===== src/rtl/ps2_pkg.sv =====
// ps2_pkg: shared definitions for the PS/2 host transmit path (and the
// keyboard receive path that sits beside it).
//   - FSM state encoding for ps2_host_tx
//   - error codes reported on tx_err_code
//   - common keyboard command bytes
//   - frame builder (data + odd parity + stop)
package ps2_pkg;

  typedef logic [2:0] state_t;

  localparam state_t ST_IDLE      = 3'd0;
  localparam state_t ST_INHIBIT   = 3'd1;
  localparam state_t ST_REQ       = 3'd2;
  localparam state_t ST_WAIT_CLK  = 3'd3;
  localparam state_t ST_SHIFT     = 3'd4;
  localparam state_t ST_ACK       = 3'd5;
  localparam state_t ST_WAIT_IDLE = 3'd6;

  localparam logic [1:0] ERR_NONE   = 2'b00;
  localparam logic [1:0] ERR_NO_CLK = 2'b01;
  localparam logic [1:0] ERR_FRAME  = 2'b10;
  localparam logic [1:0] ERR_NO_ACK = 2'b11;

  localparam logic [7:0] CMD_SET_LED = 8'hED;
  localparam logic [7:0] CMD_RESET   = 8'hFF;

  localparam int TIMER_W = 21;

  // Bits in transmit order after the start bit: data LSB first, odd parity, stop.
  function automatic logic [9:0] build_frame(input logic [7:0] data);
    return {1'b1, ~^data, data};
  endfunction

endpackage


===== src/rtl/ps2_host_tx_if.sv =====
// ps2_host_tx_if: command-byte handshake between a requester and ps2_host_tx.
//   tx_valid/tx_data   request (master -> slave)
//   tx_ready           slave idle, request will be accepted
//   tx_done/tx_err     one-cycle completion pulses
//   tx_err_code        result of the last frame, held until next accept
//   busy               frame in progress (receive path should ignore the bus)
interface ps2_host_tx_if;
  logic       tx_valid;
  logic [7:0] tx_data;
  logic       tx_ready;
  logic       tx_done;
  logic       tx_err;
  logic [1:0] tx_err_code;
  logic       busy;

  modport master (
    output tx_valid, tx_data,
    input  tx_ready, tx_done, tx_err, tx_err_code, busy
  );

  modport slave (
    input  tx_valid, tx_data,
    output tx_ready, tx_done, tx_err, tx_err_code, busy
  );
endinterface


===== src/rtl/ps2_line_sync.sv =====
// ps2_line_sync: synchronizes the raw PS2_CLK / PS2_DATA pins and flags
// device clock falling edges.
//   clk, rst     system clock, async active-high reset
//   pin_clk      raw PS2_CLK pin
//   pin_data     raw PS2_DATA pin
//   sync_clk     synchronized clock line
//   sync_data    synchronized data line (same latency as sync_clk)
//   fall_edge    high for one cycle when sync_clk goes 1 -> 0
module ps2_line_sync #(
  parameter int SYNC_STAGES = 2
) (
  input  logic clk,
  input  logic rst,
  input  logic pin_clk,
  input  logic pin_data,
  output logic sync_clk,
  output logic sync_data,
  output logic fall_edge
);

  logic [SYNC_STAGES-1:0] clk_sr;
  logic [SYNC_STAGES-1:0] data_sr;
  logic                   clk_prev;

  // Reset to the idle (released, pulled-up) level so leaving reset cannot
  // fabricate a falling edge.
  always_ff @(posedge clk or posedge rst) begin
    if (rst) begin
      clk_sr   <= '1;
      data_sr  <= '1;
      clk_prev <= 1'b1;
    end else begin
      clk_sr   <= {clk_sr[SYNC_STAGES-2:0], pin_clk};
      data_sr  <= {data_sr[SYNC_STAGES-2:0], pin_data};
      clk_prev <= clk_sr[SYNC_STAGES-1];
    end
  end

  assign sync_clk  = clk_sr[SYNC_STAGES-1];
  assign sync_data = data_sr[SYNC_STAGES-1];
  assign fall_edge = clk_prev & ~sync_clk;

endmodule


===== src/rtl/ps2_host_tx.sv =====
// ps2_host_tx: PS/2 host-to-device transmitter. Sends one command byte to
// the keyboard over the open-collector PS2_CLK/PS2_DATA lines.
//   clk, rst      system clock, async active-high reset
//   bus           ps2_host_tx_if.slave command handshake and status
//   ps2_clk_in    raw PS2_CLK pin value
//   ps2_data_in   raw PS2_DATA pin value
//   ps2_clk_oe    1 = pull PS2_CLK low
//   ps2_data_oe   1 = pull PS2_DATA low
// All outputs come straight from flops.
module ps2_host_tx
  import ps2_pkg::*;
#(
  parameter int INHIBIT_CYCLES = 12_000,
  parameter int RQ_TIMEOUT     = 1_500_000,
  parameter int FRAME_TIMEOUT  = 200_000,
  parameter int SYNC_STAGES    = 2
) (
  input  logic          clk,
  input  logic          rst,
  ps2_host_tx_if.slave  bus,
  input  logic          ps2_clk_in,
  input  logic          ps2_data_in,
  output logic          ps2_clk_oe,
  output logic          ps2_data_oe
);

  localparam logic [TIMER_W-1:0] INH_LAST = TIMER_W'(INHIBIT_CYCLES - 1);
  localparam logic [TIMER_W-1:0] RQ_LAST  = TIMER_W'(RQ_TIMEOUT - 1);
  localparam logic [TIMER_W-1:0] FR_LAST  = TIMER_W'(FRAME_TIMEOUT - 1);

  logic sync_clk, sync_data, fall_edge;

  ps2_line_sync #(.SYNC_STAGES(SYNC_STAGES)) u_sync (
    .clk       (clk),
    .rst       (rst),
    .pin_clk   (ps2_clk_in),
    .pin_data  (ps2_data_in),
    .sync_clk  (sync_clk),
    .sync_data (sync_data),
    .fall_edge (fall_edge)
  );

  state_t               state;
  logic [9:0]           frame;
  logic [3:0]           bit_cnt;
  logic [TIMER_W-1:0]   timer;
  logic                 clk_oe, data_oe;
  logic                 ready, busy_r, done, err;
  logic [1:0]           code;

  logic                 abort;
  logic [1:0]           abort_code;

  // Failure detection. A device edge in the same cycle as a timer expiry
  // wins, since the device did respond in time.
  always_comb begin
    abort      = 1'b0;
    abort_code = ERR_NONE;
    case (state)
      ST_WAIT_CLK:
        if (!fall_edge && timer == RQ_LAST) begin
          abort      = 1'b1;
          abort_code = ERR_NO_CLK;
        end
      ST_SHIFT:
        if (!fall_edge && timer == FR_LAST) begin
          abort      = 1'b1;
          abort_code = ERR_FRAME;
        end
      ST_ACK:
        if (fall_edge && sync_data) begin
          abort      = 1'b1;
          abort_code = ERR_NO_ACK;
        end else if (!fall_edge && timer == FR_LAST) begin
          abort      = 1'b1;
          abort_code = ERR_FRAME;
        end
      ST_WAIT_IDLE:
        if (!(sync_clk && sync_data) && timer == FR_LAST) begin
          abort      = 1'b1;
          abort_code = ERR_FRAME;
        end
      default: ;
    endcase
  end

  // The timer is cleared on entry to INHIBIT, WAIT_CLK and SHIFT. It is
  // deliberately left running across SHIFT -> ACK -> WAIT_IDLE so that
  // FRAME_TIMEOUT bounds the whole frame, not each phase separately.
  always_ff @(posedge clk or posedge rst) begin
    if (rst) begin
      state   <= ST_IDLE;
      frame   <= '0;
      bit_cnt <= '0;
      timer   <= '0;
      clk_oe  <= 1'b0;
      data_oe <= 1'b0;
      ready   <= 1'b1;
      busy_r  <= 1'b0;
      done    <= 1'b0;
      err     <= 1'b0;
      code    <= ERR_NONE;
    end else begin
      done  <= 1'b0;
      err   <= 1'b0;
      timer <= timer + 1'b1;
      if (abort) begin
        clk_oe  <= 1'b0;
        data_oe <= 1'b0;
        err     <= 1'b1;
        code    <= abort_code;
        state   <= ST_IDLE;
        ready   <= 1'b1;
        busy_r  <= 1'b0;
        bit_cnt <= '0;
        timer   <= '0;
      end else begin
        case (state)
          ST_IDLE: begin
            timer <= '0;
            if (bus.tx_valid && ready) begin
              frame  <= build_frame(bus.tx_data);
              code   <= ERR_NONE;
              clk_oe <= 1'b1;
              ready  <= 1'b0;
              busy_r <= 1'b1;
              state  <= ST_INHIBIT;
            end
          end
          ST_INHIBIT:
            if (timer == INH_LAST) begin
              data_oe <= 1'b1;
              timer   <= '0;
              state   <= ST_REQ;
            end
          // Start bit is already on the data line; releasing the clock
          // hands control of timing to the device.
          ST_REQ: begin
            clk_oe <= 1'b0;
            timer  <= '0;
            state  <= ST_WAIT_CLK;
          end
          ST_WAIT_CLK:
            if (fall_edge) begin
              data_oe <= ~frame[0];
              bit_cnt <= 4'd1;
              timer   <= '0;
              state   <= ST_SHIFT;
            end
          // bit_cnt 9 is the stop bit (frame[9] = 1), which releases data.
          ST_SHIFT:
            if (fall_edge) begin
              data_oe <= ~frame[bit_cnt];
              bit_cnt <= bit_cnt + 4'd1;
              if (bit_cnt == 4'd9) state <= ST_ACK;
            end
          ST_ACK:
            if (fall_edge) state <= ST_WAIT_IDLE;
          ST_WAIT_IDLE:
            if (sync_clk && sync_data) begin
              done    <= 1'b1;
              ready   <= 1'b1;
              busy_r  <= 1'b0;
              bit_cnt <= '0;
              state   <= ST_IDLE;
            end
          default: begin
            clk_oe  <= 1'b0;
            data_oe <= 1'b0;
            ready   <= 1'b1;
            busy_r  <= 1'b0;
            state   <= ST_IDLE;
          end
        endcase
      end
    end
  end

  assign ps2_clk_oe      = clk_oe;
  assign ps2_data_oe     = data_oe;
  assign bus.tx_ready    = ready;
  assign bus.busy        = busy_r;
  assign bus.tx_done     = done;
  assign bus.tx_err      = err;
  assign bus.tx_err_code = code;

endmodule


===== src/flat_wrapper.sv =====
// flat-port wrapper written by rule: the top's interface ports become plain ports
module ps2_host_tx_flat import ps2_pkg::*;
#(
  parameter int INHIBIT_CYCLES = 12_000,
  parameter int RQ_TIMEOUT     = 1_500_000,
  parameter int FRAME_TIMEOUT  = 200_000,
  parameter int SYNC_STAGES    = 2
)
  (clk, rst, ps2_clk_in, ps2_data_in, ps2_clk_oe, ps2_data_oe, bus_tx_valid, bus_tx_data, bus_tx_ready, bus_tx_done, bus_tx_err, bus_tx_err_code, bus_busy);
  ps2_host_tx_if bus_i ();
  input  logic clk;
  input  logic rst;
  input  logic ps2_clk_in;
  input  logic ps2_data_in;
  output logic ps2_clk_oe;
  output logic ps2_data_oe;
  input wire logic [$bits(bus_i.tx_valid)-1:0] bus_tx_valid;
  input wire logic [$bits(bus_i.tx_data)-1:0] bus_tx_data;
  output wire logic [$bits(bus_i.tx_ready)-1:0] bus_tx_ready;
  output wire logic [$bits(bus_i.tx_done)-1:0] bus_tx_done;
  output wire logic [$bits(bus_i.tx_err)-1:0] bus_tx_err;
  output wire logic [$bits(bus_i.tx_err_code)-1:0] bus_tx_err_code;
  output wire logic [$bits(bus_i.busy)-1:0] bus_busy;
  assign bus_i.tx_valid = bus_tx_valid;
  assign bus_i.tx_data = bus_tx_data;
  assign bus_tx_ready = bus_i.tx_ready;
  assign bus_tx_done = bus_i.tx_done;
  assign bus_tx_err = bus_i.tx_err;
  assign bus_tx_err_code = bus_i.tx_err_code;
  assign bus_busy = bus_i.busy;
  ps2_host_tx #(.INHIBIT_CYCLES(INHIBIT_CYCLES), .RQ_TIMEOUT(RQ_TIMEOUT), .FRAME_TIMEOUT(FRAME_TIMEOUT), .SYNC_STAGES(SYNC_STAGES)) u_core (.clk(clk), .rst(rst), .bus(bus_i), .ps2_clk_in(ps2_clk_in), .ps2_data_in(ps2_data_in), .ps2_clk_oe(ps2_clk_oe), .ps2_data_oe(ps2_data_oe));
endmodule

===== config.mk =====
export PLATFORM = sky130hd
export DESIGN_NAME = ps2_host_tx_flat
export DESIGN_NICKNAME = d
export VERILOG_FILES = /design/src/rtl/ps2_pkg.sv /design/src/rtl/ps2_host_tx_if.sv /design/src/rtl/ps2_line_sync.sv /design/src/rtl/ps2_host_tx.sv /design/src/flat_wrapper.sv
export SDC_FILE = /design/constraint.sdc
export NUM_CORES = 1
export LEC_CHECK = 0
export ABC_AREA = 1
export ABC_CLOCK_PERIOD_IN_PS = 1570
export CAP_MARGIN = 0
export CORE_MARGIN = 2
export CORE_UTILIZATION = 45
export DETAILED_ROUTE_END_ITERATION = 12
export PLACE_DENSITY_LB_ADDON = 0.05
export SYNTH_ARGS = -nofsm -noshare
export SYNTH_HDL_FRONTEND = slang
export SYNTH_SLANG_ARGS = --single-unit

===== constraint.sdc =====
create_clock -name clk -period 1.57 [get_ports clk]
set_clock_uncertainty 0.05 [all_clocks]
set_input_delay 0.314 -clock clk [delete_from_list [all_inputs] [get_ports clk]]
set_output_delay 0.314 -clock clk [all_outputs]
set_load 0.03 [all_outputs]

## After elaboration in Yosys (flattened, before gate mapping)

Cells that the tools add are included.

- Output and inout port bits: 8
- Input bits: 13
- Bits in registers: 51

- Order comparisons: 1
- Reductions and logical operators: 24
- Add/subtract/negate cells: 2
- Eq/ne operators: 20
- Muxes and demuxes: 52
- Bitwise gates (word level): 5

Operators by type and width:

| operator | count |
|---|---|
| $mux W21 | 3 |
| $pmux W21 S3 | 1 |
| $mux W3 | 8 |
| $add A21 B1 Y21 const B | 1 |
| $eq A21 B14 Y1 const B | 1 |
| $eq A21 B18 Y1 const B | 1 |
| $eq A21 B21 Y1 const B | 1 |
| $mux W1 | 21 |
| $ne A3 B1 Y1 const B | 7 |
| $pmux W3 S7 | 1 |
| $mux W4 | 4 |
| $mux W2 | 6 |
| $pmux W4 S3 | 1 |
| $reduce_or A5 Y1 | 2 |
| $eq A3 B3 Y1 const B | 3 |
| $pmux W1 S4 | 2 |
| $pmux W2 S4 | 1 |
| $reduce_and A4 Y1 | 2 |
| $reduce_xnor A8 Y1 | 1 |
| $reduce_and A7 Y1 | 1 |
| $eq A3 B2 Y1 const B | 2 |
| $logic_and A1 B1 Y1 | 6 |
| $ne A2 B1 Y1 const B | 3 |
| $pmux W1 S3 | 2 |
| 16 further kinds | 23 |

## Longest topological paths before layout

Gate-level depths: netlist (run 1).

- Depth after elaboration: 9
- Gate-level depth with buffers: 13

## By module

Synthesis (run 1) repeated with hierarchy kept, for this count alone.

- Cells, all modules: 398
- Area, all modules: 2941.6 µm²

By module, submodules not included:

| module | times used | cells an instance | area each (µm²) | seq. area each (µm²) |
|---|---|---|---|---|
| ps2_host_tx | 1 | 390 | 2796.4 | 1152.4 |
| ps2_line_sync | 1 | 8 | 145.1 | 131.4 |

## Worst setup path before layout (run 1)

OpenSTA, ideal clock, no wires.

- Kind: register to register
- Start: register u_core.timer[0]
- End: register u_core.busy_r (netlist: u_core.bus.busy)
- Setup slack: -0.136 ns
- Arrival: 1.527 ns
- Period minus slack after synthesis: 1.706 ns
- Library setup time: 0.130 ns
- Stages on the path, launching flop included: 12
- Data required time: 1.390 ns
- Path through: dfrtp_1 -> ha_1 -> nand3_2 -> inv_2 -> nand3_1 -> o21bai_4 -> nor2_8 -> buf_6 -> nand3_2 -> nand3_2 -> nand2_1 -> nand2_1

- Longest elaborated chain between the ends: 7
- Elaborated cells on any way between the ends: 15
- Those cells by class: eq/ne (5); mux (6); reduce/logical (4)

RTL lines:

| element | RTL line | RTL |
|---|---|---|
| from (decl) | ps2_host_tx.sv:46 | `logic [TIMER_W-1:0] timer;` |
| from (signal assigned) | ps2_host_tx.sv:106 | `timer <= timer + 1'b1;` |
| $eq A21 B18 Y1 | ps2_host_tx.sv:66, ps2_host_tx.sv:74, ps2_host_tx.sv:79 |  |
| $logic_and A1 B1 Y1 | ps2_host_tx.sv:66, ps2_host_tx.sv:74 |  |
| $mux W1 | ps2_host_tx.sv:66, ps2_host_tx.sv:74 |  |
| $mux W1 | ps2_host_tx.sv:71 | `if (fall_edge && sync_data) begin` |
| $pmux W1 S4 * | ps2_host_tx.sv:59 | `case (state)` |
| $ne A3 B1 Y1 (no line) or $ne A2 B1 Y1 (tied branches) | -- |  |
| $reduce_and A3 Y1 (no line) | -- |  |
| to (signal assigned) | ps2_host_tx.sv:99 | `busy_r <= 1'b0;` |
| to (signal assigned) | ps2_host_tx.sv:114 | `busy_r <= 1'b0;` |
| to (signal assigned) | ps2_host_tx.sv:126 | `busy_r <= 1'b1;` |
| to (decl) | ps2_host_tx.sv:48 | `logic ready, busy_r, done, err;` |

Every way passes the cells marked *; elsewhere a longest branch is shown, timed or not.
A chain may end at the register's enable or synchronous reset.

## Worst setup path after layout (run 1)

- Start: register u_core.timer[14]
- End: register u_core.state[1]

- Longest elaborated chain between the ends: 7
- Elaborated cells on any way between the ends: 20
- Those cells by class: eq/ne (10); mux (6); reduce/logical (4)

RTL lines:

| element | RTL line | RTL |
|---|---|---|
| $eq A21 B18 Y1 | ps2_host_tx.sv:66, ps2_host_tx.sv:74, ps2_host_tx.sv:79 |  |
| $logic_and A1 B1 Y1 | ps2_host_tx.sv:66, ps2_host_tx.sv:74 |  |
| $mux W1 | ps2_host_tx.sv:66, ps2_host_tx.sv:74 |  |
| $mux W1 | ps2_host_tx.sv:71 |  |
| $pmux W1 S4 | ps2_host_tx.sv:59 |  |
| $ne A3 B1 Y1 (no line) | -- |  |
| $reduce_and A7 Y1 (no line) | -- |  |
| to (signal assigned) | ps2_host_tx.sv:92 | `state <= ST_IDLE;` |
| to (signal assigned) | ps2_host_tx.sv:112 | `state <= ST_IDLE;` |
| to (signal assigned) | ps2_host_tx.sv:127 | `state <= ST_INHIBIT;` |
| to (decl) | ps2_host_tx.sv:43 | `state_t state;` |

Several ways; a longest one is shown, not always the timed one.

==> summary.md, run 1 <==
| Metric | Value |
|---|---|
| Reg2reg end | u_core.state[1] |
| CP Launch Point | u_core.timer[14] |
| Routed wl met3 | about 280 um |
| Flops & latches, synth | slightly above 50 |
| # IOs | 21 |
| Largest delay share family, worst path | simple AND/OR/NAND/NOR gates |
| Gr usage total | 0.229 |
| Crit path max fanout | 4 |
| Final period utilization | 1.19 |
| Data required, critical path | approximately 1.7 ns |
| Clk pwr share | 0.154 |
| DRT Pass-1 Iters | 4 |
| Cell Area, Synth | 3010 um2 |
| Uppermost layer routed | met4 |
| Sw Ratio | 0.411 |
| Slew Limit Fails | 0 |
| Final Setup Violations | 35 |
| CP peak stage delay | ~0.44 ns |
| Nets@finish | ~530 |
| Vias | ~3000 |
| Hold buffers post-CTS | 0 |
| Max VDD drop | between 0.8 and 0.9 mV |
| Combinational Power Share | 0.541 |
| Drt initial violations | around 180 |
| Worst-margin pin slew | ~0.33 ns |
| Largest net degree at the start of global routing | 52 |
| Leak | roughly 2.3 nW |
| First-pass GRT wire length | 13300 um |
| Yosys warning count | 0 |
| Finished Core Util | 0.736 |
| Routed wire length | roughly 8500 um |
| Psw | between 0.002 and 0.0025 W |
| FP Rows | 29 |
| Vias in the first global route | around 2800 |
| Slowest CP cell | dfrtp_1 |
| Initial antenna violation count | 0 |
| Setup TNS | -8.06 ns |
| Dpl hpwl | between 5000 and 6000 um |
| F_max | about 530 MHz |
| Post-synth EDFFs | 0 |
| TritonCTS buffer count | 5 |
| N_diodes | 0 |
| Fin worst setup slack | -0.304 ns |
| Synth top cells by count | nand2_1, nor2_1, dfrtp_1 |
| Layout cells sized above 1 | 0.475 |
| Rel. slew slack | 0.781 |
| RSZ-0062 raised after global routing | true |
| Post-route cell area | ~4700 um2 |
| Top cells by area, synth | dfrtp_1, nand2_1, nor2_1 |
| Violated checks | negative setup slack |
| Reg-to-Reg Start | u_core.timer[14] |
| Worst-path clk slew | approximately 0.10 ns |
| Netlist cell types | 38 |
| Htree depth | 2 |
| WL per Instance | 14.4 um |
| Sum of buffers and inverters on the critical path | 3 |
| Cell Count, Final, Fillers Out | 591 |
| Run status | finished with violations |
| Port bufs | 20 |
| Mapped Nets | between 300 and 400 |
| Placed cell areas | around 4000 um2 |
| Starting Density | 0.469 |
| Int Pwr | 0.00355 W |
| Register share of total power | 0.304 |
| Clock sink count | 51 |
| CP Launch Type | register |
| Register area share after synthesis | 0.426 |
| Worst reg-to-reg path cell count | 11 |
| Fin. Hold Viols | 0 |
| Ys async rst share | 1.00 |
| Placed insts | about 550 |
| Setup crit end | u_core.state[1] |
| Worst min path class | register to register |
| GP Congestion | slightly below 0.9 |
| Area Growth Syn to Fin | 56.9% |
| Max Cap Viol | 0 |
| Worst setup EP type | register |
| Power Density | ~1300 nW/um2 |
| Crit path kind | register to register |
| Count leader, synth | nand2_1 |
| Reg2Reg Setup Slack | -0.30 ns |
| WL met1 | 4090 um |
| Routed met2 length | about 4100 um |
| Area leader, netlist | dfrtp_1 |
| ANT nets after route | 0 |
| Hold path cells | 0 |
| WP data arrival | between 2 and 2.5 ns |
| Die Ht | between 80 and 90 um |
| CTS tree | yes |
| Total grt overflow | 0 |
| Syn avg cell area | ~8.0 um2 |
| Die W | ~86 um |
| DRC | 0 |
| Core Area | between 6000 and 7000 um2 |
| Pwr Total | ~0.006 W |
| Post-layout min period | 1.87 ns |
| Worst path depth | 11 |
| Die ar. | 7370 um2 |
| Clk_lat worst skew | around 0.31 ns |
| Via-to-Cell Ratio | between 5 and 6 |
| CTS root buf | clkbuf_8 |
| Synth Flop Type | dfrtp_1 |
| Clock Path Buffers | 2 |
| Top-area cell type share of the netlist area | 0.374 |
| CP cell instances | nor2_2, nand2_1, nor2_1, nand3_2, nor2_4, buf_6, nor2_4, buf_12, buf_8, o21ai_2, nand2_1 |
| Cells after Synth | between 300 and 400 |
power groups by stage:
stage               registers [W]  clock network, W  logic (W)
floorplan                 0.00190                 0    0.00144
global placement          0.00183                 0    0.00237
detailed placement        0.00184                 0    0.00242
CTS                       0.00183          0.000955    0.00275
global route              0.00187          0.000994    0.00358
finish                    0.00184          0.000932    0.00327
registers in the layout, indices dropped and copies added, names as in the netlist:
signal / flops
u_core.timer: 21
u_core.frame: 10
u_core.state: 3
u_core.bus.tx_done: 1
u_core.bus.tx_ready: 1
u_core.bit_cnt: 4
u_core.u_sync.data_sr: 2
u_core.u_sync.clk_sr: 2
u_core.bus.tx_err: 1
u_core.ps2_clk_oe: 1
u_core.u_sync.clk_prev: 1
u_core.ps2_data_oe: 1
u_core.bus.tx_err_code: 2
u_core.bus.busy: 1
repair_timing:
item,in CTS,in global routing
pin swaps,20,29
cloned,1,2
endpoints found under the setup margin,49,45
gates resized for setup,60,51
buffers inserted,13,18
cell type report:
type	instances	area, um2
Clock buffer	6	72.6
Sequential cell	51	1290
Timing Repair inverter	1	7.51
Inverter	44	178
Timing Repair Buffer	135	1160
Clock inverter	2	37.5
Fill cell	486	1700
Tap cell	77	96.3
Multi-Input combinational cell	275	1880
stage by stage:
step           setup slack, ns  hold slack (ns)
2_1_floorplan          -0.0841            0.268
3_3_place_gp            -0.245            0.298
3_5_place_dp            -0.286            0.302
4_1_cts                 -0.214            0.312
5_1_grt                 -0.390            0.324
6_report                -0.304            0.306
worst min path at each step:
| stage | from | endpoint | slack, ns |
|---|---|---|---|
| finish | u_core.u_sync.data_sr[0] | u_core.u_sync.data_sr[1] | 0.31 |
| global route | u_core.u_sync.data_sr[0] | u_core.u_sync.data_sr[1] | 0.32 |
| CTS | u_core.u_sync.data_sr[0] | u_core.u_sync.data_sr[1] | 0.31 |
| detailed placement | u_core.u_sync.data_sr[0] | u_core.u_sync.data_sr[1] | 0.30 |
| global placement | u_core.u_sync.data_sr[0] | u_core.u_sync.data_sr[1] | 0.30 |
| floorplan | ps2_clk_in | u_core.u_sync.clk_sr[0] | 0.27 |
metal layers:
metal,vias up,global-route usage
met4,0,0.0620
met3,4,0.0318
met2,56,0.356
met5,-,0
met1,1442,0.338
li1,1477,-
cells by family after synthesis:
group	share of synthesized area
simple gates	0.355
buf+inv	0.0806
xor+xnor	0.0523
flops	0.426
fa+ha+maj	0.0125
compound gates	0.0739
placed cells by master, fill, tap and decap left out, types with 12 or more instances in the layout:
cell | Yosys | routed
inv_2 | 9 | 14
inv_1 | 34 | 26
nand2_2 | 8 | 16
clkdlybuf4s50_1 | 0 | 12
nand3_1 | 25 | 19
dfrtp_1 | 45 | 41
nand2_1 | 92 | 76
buf_4 | 1 | 99
nor2_1 | 50 | 35
(Power assumes the default switching activity.)
==> run 2: changes to the inputs <==
--- a/config.mk
+++ b/config.mk
@@ -6,7 +6,7 @@
 export NUM_CORES = 1
 export LEC_CHECK = 0
 export ABC_AREA = 1
-export ABC_CLOCK_PERIOD_IN_PS = 1570
+export ABC_CLOCK_PERIOD_IN_PS = 1800
 export CAP_MARGIN = 0
 export CORE_MARGIN = 2
 export CORE_UTILIZATION = 45
==> constraint.sdc (replaced) <==
create_clock -name clk -period 1.8 [get_ports clk]
set_clock_uncertainty 0.05 [all_clocks]
set_input_delay 0.36 -clock clk [delete_from_list [all_inputs] [get_ports clk]]
set_output_delay 0.36 -clock clk [all_outputs]
set_load 0.03 [all_outputs]
==> run 2 against run 1 <==
The flow still finishes with violations (negative setup slack). Core utilization shrank 7.6 points. Final area shrank 10%. Sequential power shrank 14%. Sequential share of layout area grew 3.2 points. Cell count shrank 10%. Global-route usage shrank 1.2 points. Non-clock buffer count shrank 59. Highest routed layer unchanged. Power shrank 17%. Register-to-register slack gained 0.24 ns. Critical path type unchanged. Die area is the same. Largest power group unchanged. Worst setup slack gained 0.24 ns. Critical endpoint is now u_core.state[2].
==> summary.md, run 2 (synthesis results as in run 1) <==
| Metric | Value |
|---|---|
| Clock sink count | 51 |
| GP Congestion | about 0.84 |
| Fill count | between 500 and 600 |
| Final Setup Violations | 5 |
| Power Density | roughly 1200 nW/um2 |
| Final hold slack | roughly 0.31 ns |
| Run status | finished with violations |
| Vias in the first global route | between 2000 and 3000 |
| Dpl hpwl | approximately 5200 um |
| Rel. slew slack | 0.650 |
| Drt initial violations | 202 |
| Initial antenna violation count | 0 |
| Data required, critical path | slightly below 2 ns |
| Nets@finish | approximately 470 |
| Pwr Total | between 0.005 and 0.006 W |
| Worst-margin pin slew | between 0.5 and 0.6 ns |
| FP Rows | 29 |
| CTS tree | yes |
| Vias | ~2800 |
| Total grt overflow | 0 |
| Cell Count, Final, Fillers Out | roughly 530 |
| Commonest non-fill, non-tap cell in the layout | nand2_1 |
| Starting Density | 0.469 |
| Worst min path class | register to register |
| First-pass GRT wire length | between 10000 and 15000 um |
| Leak | roughly 2.0 nW |
| Hold path cells | 0 |
| RSZ-0062 raised after global routing | true |
| Leading cell types in the layout, fill and taps excluded | nand2_1, buf_4, dfrtp_1 |
| WP data arrival | 2.02 ns |
| DRC | 0 |
| Placed insts | 500 |
| ANT nets after route | 0 |
| Slew Limit Fails | 0 |
| Area Growth Syn to Fin | 40.6% |
| CP Launch Type | register |
| Largest net degree at the start of global routing | 52 |
| Violated checks | negative setup slack |
| Post-layout min period | around 1.9 ns |
| Port bufs | 20 |
| Clock Path Buffers | 2 |
| Crit path max fanout | 6 |
| DRT Pass-1 Iters | 6 |
| Register name with the most flops | u_core.timer |
| Die ar. | 7370 um2 |
| Die Ht | between 80 and 90 um |
| Finished Core Util | 0.660 |
| Biggest regs | u_core.timer x21, u_core.frame x10, u_core.bit_cnt x4 |
| Hold buffers post-CTS | 0 |
| Fin. Hold Viols | 0 |
| Max VDD drop | 0.703 mV |
| N_diodes | 0 |
| Layout cells sized above 1 | 0.392 |
| Via-to-Cell Ratio | between 5 and 6 |
| Final period utilization | 1.04 |
| Fin worst setup slack | -0.0635 ns |
| Routed wire length | about 7900 um |
| Max Cap Viol | 0 |
| Clk_lat worst skew | around 0.31 ns |
| Worst setup EP type | register |
| Post-Place Worst Slack | -0.109 ns |
| Max reg flops | 21 |
| WL per Instance | 14.9 um |
| F_max | between 500 and 600 MHz |
| Gr usage total | 0.217 |
| TritonCTS buffer count | 5 |
| Htree depth | 2 |
| Core Area | 6420 um2 |
| Worst reg-to-reg path cell count | 10 |
| Die W | ~86 um |
| # IOs | 21 |
| Worst-path clk slew | about 0.10 ns |
| CTS root buf | clkbuf_8 |
| Crit path kind | register to register |
[run 2: critical path, stage by stage, from the launching register on]
cell	delay, ns
dfrtp_1	0.43
buf_4	0.17
nor2_8	0.13
nand3_2	0.11
nor2_4	0.15
o21bai_4	0.19
nor2_4	0.12
a21oi_4	0.20
nand2_2	0.08
nand2_1	0.08
nand2_1	0.04
[run 2: cell type report]
type,count,area [um2],share of cell area
inverter,44,176,0.0416
tap,77,96.3,0.0227
timing repair buffer,76,699,0.165
multi-input combinational,275,1840,0.435
sequential,51,1290,0.304
clock inverter,2,60.1,0.0142
clock buffer,6,72.6,0.0171
[run 2: layer usage]
metal	routed length, um	global-route usage	up-vias
met3	307	0.0298	14
li1	-	-	1360
met4	147	0.0491	0
met5	0	0	-
met1	3790	0.317	1344
met2	3670	0.344	49
[run 2: repair_timing]
action,4_1_cts,5_1_grt
resized for setup,17,82
cloned,1,1
setup endpoints to repair,25,41
pin swaps,17,28
setup buffers,14,8
hold endpoints to repair,0,0
[run 2: path summary, 6_finish.rpt]
path	startpoint	end	slack, ns
max in group asynchronous	rst	u_core.u_sync.clk_sr[1]	1.05
min in group asynchronous	rst	u_core.timer[9]	0.36
hold / removal	u_core.u_sync.data_sr[0]	u_core.u_sync.data_sr[1]	0.31
hold reg to reg	u_core.u_sync.data_sr[0]	u_core.u_sync.data_sr[1]	0.31
setup reg to reg	u_core.state[1]	u_core.state[2]	-0.06
setup / recovery	u_core.state[1]	u_core.state[2]	-0.06
[run 2: power breakdown]
| group | leakage, nW | internal (W) | switching [W] |
|---|---|---|---|
| clock network | 0.0654 | 0.000556 | 0.000407 |
| logic | 1.26 | 0.00105 | 0.00142 |
| registers | 0.656 | 0.00139 | 0.000195 |
| total | 1.98 | 0.00300 | 0.00202 |
[run 2: metrics by stage]
step | TNS, ns | area, um2
floorplan | 0 | 3010
global placement | -0.290 | 3520
global route | -1.78 | 4240
CTS | -0.0739 | 3860
finish | -0.142 | 4240
detailed placement | -0.705 | 3520
